## src/rtl/gamma_cycle_sched_pkg.sv

```systemverilog
// Shared types and constants for the gamma-cycle sequencer.
// TEMPORAL_FALLING_EN selects falling-edge encoding (idle high, active low).
package gamma_pkg;

    typedef enum logic [1:0] {
        IDLE  = 2'd0,
        CLEAR = 2'd1,
        RUN   = 2'd2,
        DONE  = 2'd3
    } state_t;

    function automatic int tc_width(input int gamma);
        return $clog2(gamma);
    endfunction

`ifdef TEMPORAL_FALLING_EN
    localparam logic EDGE_INACTIVE = 1'b1;
`else
    localparam logic EDGE_INACTIVE = 1'b0;
`endif

endpackage

```

## src/rtl/gamma_cycle_sched_tc_edge_encoder.sv

```systemverilog
// Per-lane temporal encoder: the lane goes active once the gamma-cycle time
// reaches its operand time and stays active for the rest of the run.
module tc_edge_encoder
    import gamma_pkg::*;
#(
    parameter int TW = 4
) (
    input  logic [TW-1:0] t,
    input  logic [TW-1:0] time_i,
    input  logic          inf_i,
    input  logic          run,
    output logic          edge_lvl
);

    assign edge_lvl = (run && !inf_i && (t >= time_i)) ? ~EDGE_INACTIVE : EDGE_INACTIVE;

endmodule

```

## src/rtl/gamma_cycle_sched.sv

```systemverilog
// Gamma-cycle sequencer for race-logic compare datapaths: clear, drive edges,
// capture first result edge. TEMPORAL_FALLING_EN selects falling encoding.
module gamma_cycle_sched
    import gamma_pkg::*;
#(
    parameter  int GAMMA_CYCLE_WIDTH = 16,
    parameter  int NUM_IN            = 2,
    parameter  int CLEAR_CYCLES      = 2,
    localparam int TW                = tc_width(GAMMA_CYCLE_WIDTH)
) (
    input  logic                 clk,
    input  logic                 rst,
    input  logic                 in_valid,
    output logic                 in_ready,
    input  logic [NUM_IN*TW-1:0] in_time,
    input  logic [NUM_IN-1:0]    in_inf,
    output logic                 tc_rst,
    output logic [NUM_IN-1:0]    edge_out,
    input  logic                 res_in,
    output logic                 out_valid,
    input  logic                 out_ready,
    output logic [TW-1:0]        res_time,
    output logic                 res_inf
);

    // Counter is shared by CLEAR and RUN, so size it for the longer of the two.
    localparam int CW = (CLEAR_CYCLES > GAMMA_CYCLE_WIDTH) ? $clog2(CLEAR_CYCLES) : TW;

    state_t                state_q, state_d;
    logic [CW-1:0]         cnt_q, cnt_d;
    logic [NUM_IN*TW-1:0]  time_q, time_d;
    logic [NUM_IN-1:0]     inf_q, inf_d;
    logic                  cap_q, cap_d;
    logic                  tc_rst_q, tc_rst_d;
    logic [NUM_IN-1:0]     edge_q, edge_d;
    logic                  out_valid_q, out_valid_d;
    logic [TW-1:0]         res_time_q, res_time_d;
    logic                  res_inf_q, res_inf_d;
    logic [NUM_IN-1:0]     enc_lvl;
    logic                  res_active;

    assign res_active = res_in ^ EDGE_INACTIVE;

    // Encoders look at next-state time so the registered edges line up with t.
    for (genvar i = 0; i < NUM_IN; i++) begin : g_lane
        tc_edge_encoder #(.TW(TW)) u_enc (
            .t       (cnt_d[TW-1:0]),
            .time_i  (time_q[i*TW +: TW]),
            .inf_i   (inf_q[i]),
            .run     (state_d == RUN),
            .edge_lvl(enc_lvl[i])
        );
    end

    always_comb begin
        state_d     = state_q;
        cnt_d       = cnt_q;
        time_d      = time_q;
        inf_d       = inf_q;
        cap_d       = cap_q;
        out_valid_d = out_valid_q;
        res_time_d  = res_time_q;
        res_inf_d   = res_inf_q;
        case (state_q)
            IDLE: begin
                if (in_valid) begin
                    time_d     = in_time;
                    inf_d      = in_inf;
                    cap_d      = 1'b0;
                    cnt_d      = '0;
                    res_time_d = '0;
                    res_inf_d  = 1'b0;
                    state_d    = CLEAR;
                end
            end
            CLEAR: begin
                if (cnt_q == CW'(CLEAR_CYCLES - 1)) begin
                    cnt_d   = '0;
                    state_d = RUN;
                end else begin
                    cnt_d = cnt_q + 1'b1;
                end
            end
            RUN: begin
                if (res_active && !cap_q) begin
                    res_time_d = cnt_q[TW-1:0];
                    cap_d      = 1'b1;
                end
                if (cnt_q == CW'(GAMMA_CYCLE_WIDTH - 1)) begin
                    state_d     = DONE;
                    out_valid_d = 1'b1;
                    res_inf_d   = !(cap_q || res_active);
                    if (!(cap_q || res_active)) res_time_d = '0;
                end else begin
                    cnt_d = cnt_q + 1'b1;
                end
            end
            DONE: begin
                if (out_ready) begin
                    out_valid_d = 1'b0;
                    state_d     = IDLE;
                end
            end
            default: state_d = IDLE;
        endcase
        tc_rst_d = (state_d == IDLE) || (state_d == CLEAR);
        edge_d   = (state_d == DONE) ? edge_q : enc_lvl;
    end

    always_ff @(posedge clk or posedge rst) begin
        if (rst) begin
            state_q     <= IDLE;
            cnt_q       <= '0;
            time_q      <= '0;
            inf_q       <= '0;
            cap_q       <= 1'b0;
            tc_rst_q    <= 1'b1;
            edge_q      <= {NUM_IN{EDGE_INACTIVE}};
            out_valid_q <= 1'b0;
            res_time_q  <= '0;
            res_inf_q   <= 1'b0;
        end else begin
            state_q     <= state_d;
            cnt_q       <= cnt_d;
            time_q      <= time_d;
            inf_q       <= inf_d;
            cap_q       <= cap_d;
            tc_rst_q    <= tc_rst_d;
            edge_q      <= edge_d;
            out_valid_q <= out_valid_d;
            res_time_q  <= res_time_d;
            res_inf_q   <= res_inf_d;
        end
    end

    assign in_ready  = (state_q == IDLE);
    assign tc_rst    = tc_rst_q;
    assign edge_out  = edge_q;
    assign out_valid = out_valid_q;
    assign res_time  = res_time_q;
    assign res_inf   = res_inf_q;

endmodule

```

## config.mk

```make
export PLATFORM = sky130hd
export DESIGN_NAME = gamma_cycle_sched
export DESIGN_NICKNAME = d
export VERILOG_FILES = /design/src/rtl/gamma_cycle_sched_pkg.sv /design/src/rtl/gamma_cycle_sched_tc_edge_encoder.sv /design/src/rtl/gamma_cycle_sched.sv
export SDC_FILE = /design/constraint.sdc
export NUM_CORES = 1
export LEC_CHECK = 0
export CORE_MARGIN = 3
export CORE_UTILIZATION = 30
export DETAILED_ROUTE_END_ITERATION = 10
export GPL_TIMING_DRIVEN = 0
export PLACE_DENSITY = 0.6
export SYNTH_ARGS = -nofsm -noshare
export SYNTH_HDL_FRONTEND = slang
export SYNTH_HIERARCHICAL = 1
export SYNTH_SLANG_ARGS = --single-unit
export TNS_END_PERCENT = 5
```

## constraint.sdc

```tcl
create_clock -name clk -period 3.3 [get_ports clk]
set_clock_uncertainty 0.05 [all_clocks]
set_input_delay 0.66 -clock clk [delete_from_list [all_inputs] [get_ports clk]]
set_output_delay 0.66 -clock clk [all_outputs]
set_load 0.02 [all_outputs]
```

==> impl_metrics.py <==
metrics = {
    "synthesis": {
        "synth_ff_type": "dfrtp_1",
        "synth.avg_cell_area_um2": 10.2,
        "synth_enable_flop_cells": 0,
        "synth_warnings": 6,
        "async_reset_ff_share_pct": 100,
        "ys_types": 41,
        "synth_fa_ha_area_share_pct": 8.42,
        "synth.area.mux_share_pct": 9.10,
        "synth_compound_area_share_pct": 15.6,
        "synth_xor_area_share_pct": 0.590,
        "synth_top_family_by_area": "compound AO/OA/AOI/OAI gates",
        "syn_inst": 146,
        "yosysSeqAreaShare_pct": 43.9,
        "syn_nets": 171,
        "yosys_register_bits": 26,
        "synth-simple-area-share_pct": 14.0,
        "syn_area_mm2": 0.00149,
    },
    "route": {
        "antenna_left": 0,
        "drc_errors": 0,
        "drt_wl_total_mm": 3.24,
        "via_per_inst": 4.89,
        "dr.pass1.iters": 4,
        "vias": 1169,
        "wl_per_cell_um": 13.5,
        "drtIter0Drc": 49,
    },
    "timing": {
        "whs_ns": 0.466,
        "fin_crit_sh_pct": 82.4,
        "max_freq_ghz": 0.368,
        "layout_min_cycle_time_ns": 2.72,
        "tightest_slew_ns": 1.01,
        "hold_viol": 0,
        "slew_headroom_pct": 32.4,
        "slew_violations": 0,
        "final.setup.worst_slack_ns": 0.580,
        "rsz0062_at_grt": "false",
        "finalSetupTns_ns": 0,
        "setup-violations-final": 0,
    },
    "worst_setup_path": {
        "worstPathMaxFanout": 7,
        "end_kind": "flop",
        "worstSetupPathType": "flop to flop",
        "required_ns": 3.42,
        "critical_path_arrival_ns": 2.84,
        "start_kind": "flop",
    },
    "finish": {
        "fin_nets": 200,
        "final_layout_size_suffix_gt1_share_pct": 18.4,
        "n_antenna_cell": 0,
        "area_growth_pct": 26.5,
    },
    "placed_design": {
        "place_congestion": 0.828,
        "portBuffers": 24,
        "hpwl_mm": 2.52,
        "pre_cts_slack_ns": 0.325,
    },
    "floorplan": {
        "rows": 24,
        "die_w_um": 76.4,
        "io_pins": 25,
        "die_area_mm2": 0.00583,
        "start_util_pct": 32.5,
        "die_h_um": 76.4,
        "core_area_mm2": 0.00456,
    },
    "outcome": {
        "status": "complete, no violations",
    },
    "clock_tree": {
        "postCtsHoldBufs": 0,
        "clock_path_buffers": 2,
        "cts_resized": 0,
        "cts_sinks": 26,
        "path_clk_slew_ns": 0.10,
        "numCtsBuffers": 3,
        "cts_tree": "built",
        "clock_latency_ns": 0.27,
        "root_buffer": "clkbuf_8",
        "cts.htree.levels": 1,
        "post_cts_buffers": 0,
    },
    "power_and_ir_drop": {
        "seq_power_share_pct": 31.3,
        "swShare_pct": 39.2,
        "p_int_mw": 1.06,
        "power_frac_clock_pct": 15.2,
        "comb_power_share_pct": 53.5,
        "switching_power_uw": 683,
        "ir_drop_v": 0.000316,
        "power_density_mw_per_mm2": 928,
        "leakagePower_nw": 0.819,
    },
    "global_route": {
        "grt_overflow": 0,
        "first_global_vias": 1206,
        "grt_pass1_wl_mm": 5.58,
        "track_usage_pct": 11.6,
        "grt_max_degree": 27,
        "antenna_found_initial": 0,
    },
    "hold_path": {
        "hold_path_class": "flop to flop",
    },
    "run": {
        "cap_violations": 0,
    },
}
power by group through the flow:
stage | Clock [mW] | Sequential [mW] | Combinational (mW)
4_1_cts | 0.277 | 0.546 | 0.946
3_5_place_dp | 0 | 0.553 | 0.944
3_3_place_gp | 0 | 0.543 | 0.918
6_report | 0.265 | 0.545 | 0.933
2_1_floorplan | 0 | 0.562 | 0.654
5_1_grt | 0.292 | 0.564 | 1.05
logic make-up after synthesis:
| family | Yosys count |
|---|---|
| muxes | 12 |
| and+or+nand+nor | 35 |
| DFF | 26 |
| buffers and inverters | 28 |
| AOI/OAI and AO/OA | 34 |
| xor gates and xnor gates | 1 |
| adders and majority gates | 10 |
registers in the layout, summed over array words and instances, names as in the netlist:
name and flops:
cap_q 1, cnt_q 4, edge_out 2, inf_q 2
out_valid 1, res_inf 1, res_time 4, state_q 2
tc_rst 1, time_q 8
through the flow:
stage	total power, mW	instances	area, µm²	util, %
6_report	1.74	239	1880	41.1
5_1_grt	1.91	239	1880	41.1
4_1_cts	1.77	239	1880	41.1
3_3_place_gp	1.46	235	1810	39.6
2_1_floorplan	1.22	146	1490	-
3_5_place_dp	1.50	235	1810	39.6
cell type report:
class	count	area [µm²]
Multi-Input combinational cell	92	708
Timing Repair Buffer	24	240
Clock inverter	1	30.0
Sequential cell	26	652
Inverter	20	75.1
Tap cell	65	81.3
Buffer	8	50.0
Fill cell	476	2690
Clock buffer	3	41.3
worst paths after layout:
kind	startpoint	to	slack, ns	cells past startpoint
max	cnt_q[0]	edge_out[1]	0.58	9
min	time_q[7]	time_q[7]	0.47	1
max reg2reg	cnt_q[0]	edge_out[1]	0.58	9
min reg2reg	time_q[7]	time_q[7]	0.47	1
max in group asynchronous	rst	res_inf	1.71	2
min in group asynchronous	rst	edge_out[1]	0.87	2
Yosys cell counts, drive strengths merged, types with 4 or more instances:
library cell / number / share of area, %
nor2: 6 / 1.5
inv: 20 / 5.1
buf: 7 / 3.1
o21ai: 9 / 3.0
mux2: 12 / 9.1
nor3b: 4 / 2.4
nand2: 10 / 2.5
a21oi: 6 / 2.3
dfrtp: 25 / 42
ha: 10 / 8.4
worst max-delay path: stages, from the launching register on:
cell	delay, ns
dfrtp_1	0.51
ha_1	0.25
or3b_4	0.42
a22oi_1	0.15
o21ai_0	0.21
ha_1	0.35
o21ai_1	0.13
a21oi_1	0.05
o31a_1	0.23
mux2_2	0.26
cell usage in the layout, fill, tap and decap left out, types with 2 or more instances in the layout:
| master | n |
|---|---|
| inv_1 | 20 |
| buf_4 | 2 |
| nor3b_1 | 3 |
| o221ai_1 | 3 |
| nor2_1 | 6 |
| a31oi_1 | 3 |
| clkdlybuf4s50_1 | 24 |
| nand3_1 | 2 |
| mux2_2 | 12 |
| o21ai_1 | 2 |
| o21bai_1 | 2 |
| nand2_1 | 10 |
| and4bb_2 | 2 |
| a21oi_1 | 5 |
| clkbuf_8 | 3 |
| buf_2 | 4 |
| a22oi_1 | 2 |
| dfrtp_1 | 25 |
| ha_1 | 10 |
| o31a_1 | 2 |
| o21ai_0 | 7 |
| nor2b_1 | 3 |
layer usage:
metal | wire length, µm | GRT usage, %
met5 | 0 | 0
met3 | 115 | 2.13
met2 | 1530 | 19.6
met4 | 24 | 3.26
met1 | 1570 | 15.2
Note: power is estimated with default switching activity, not from simulation.
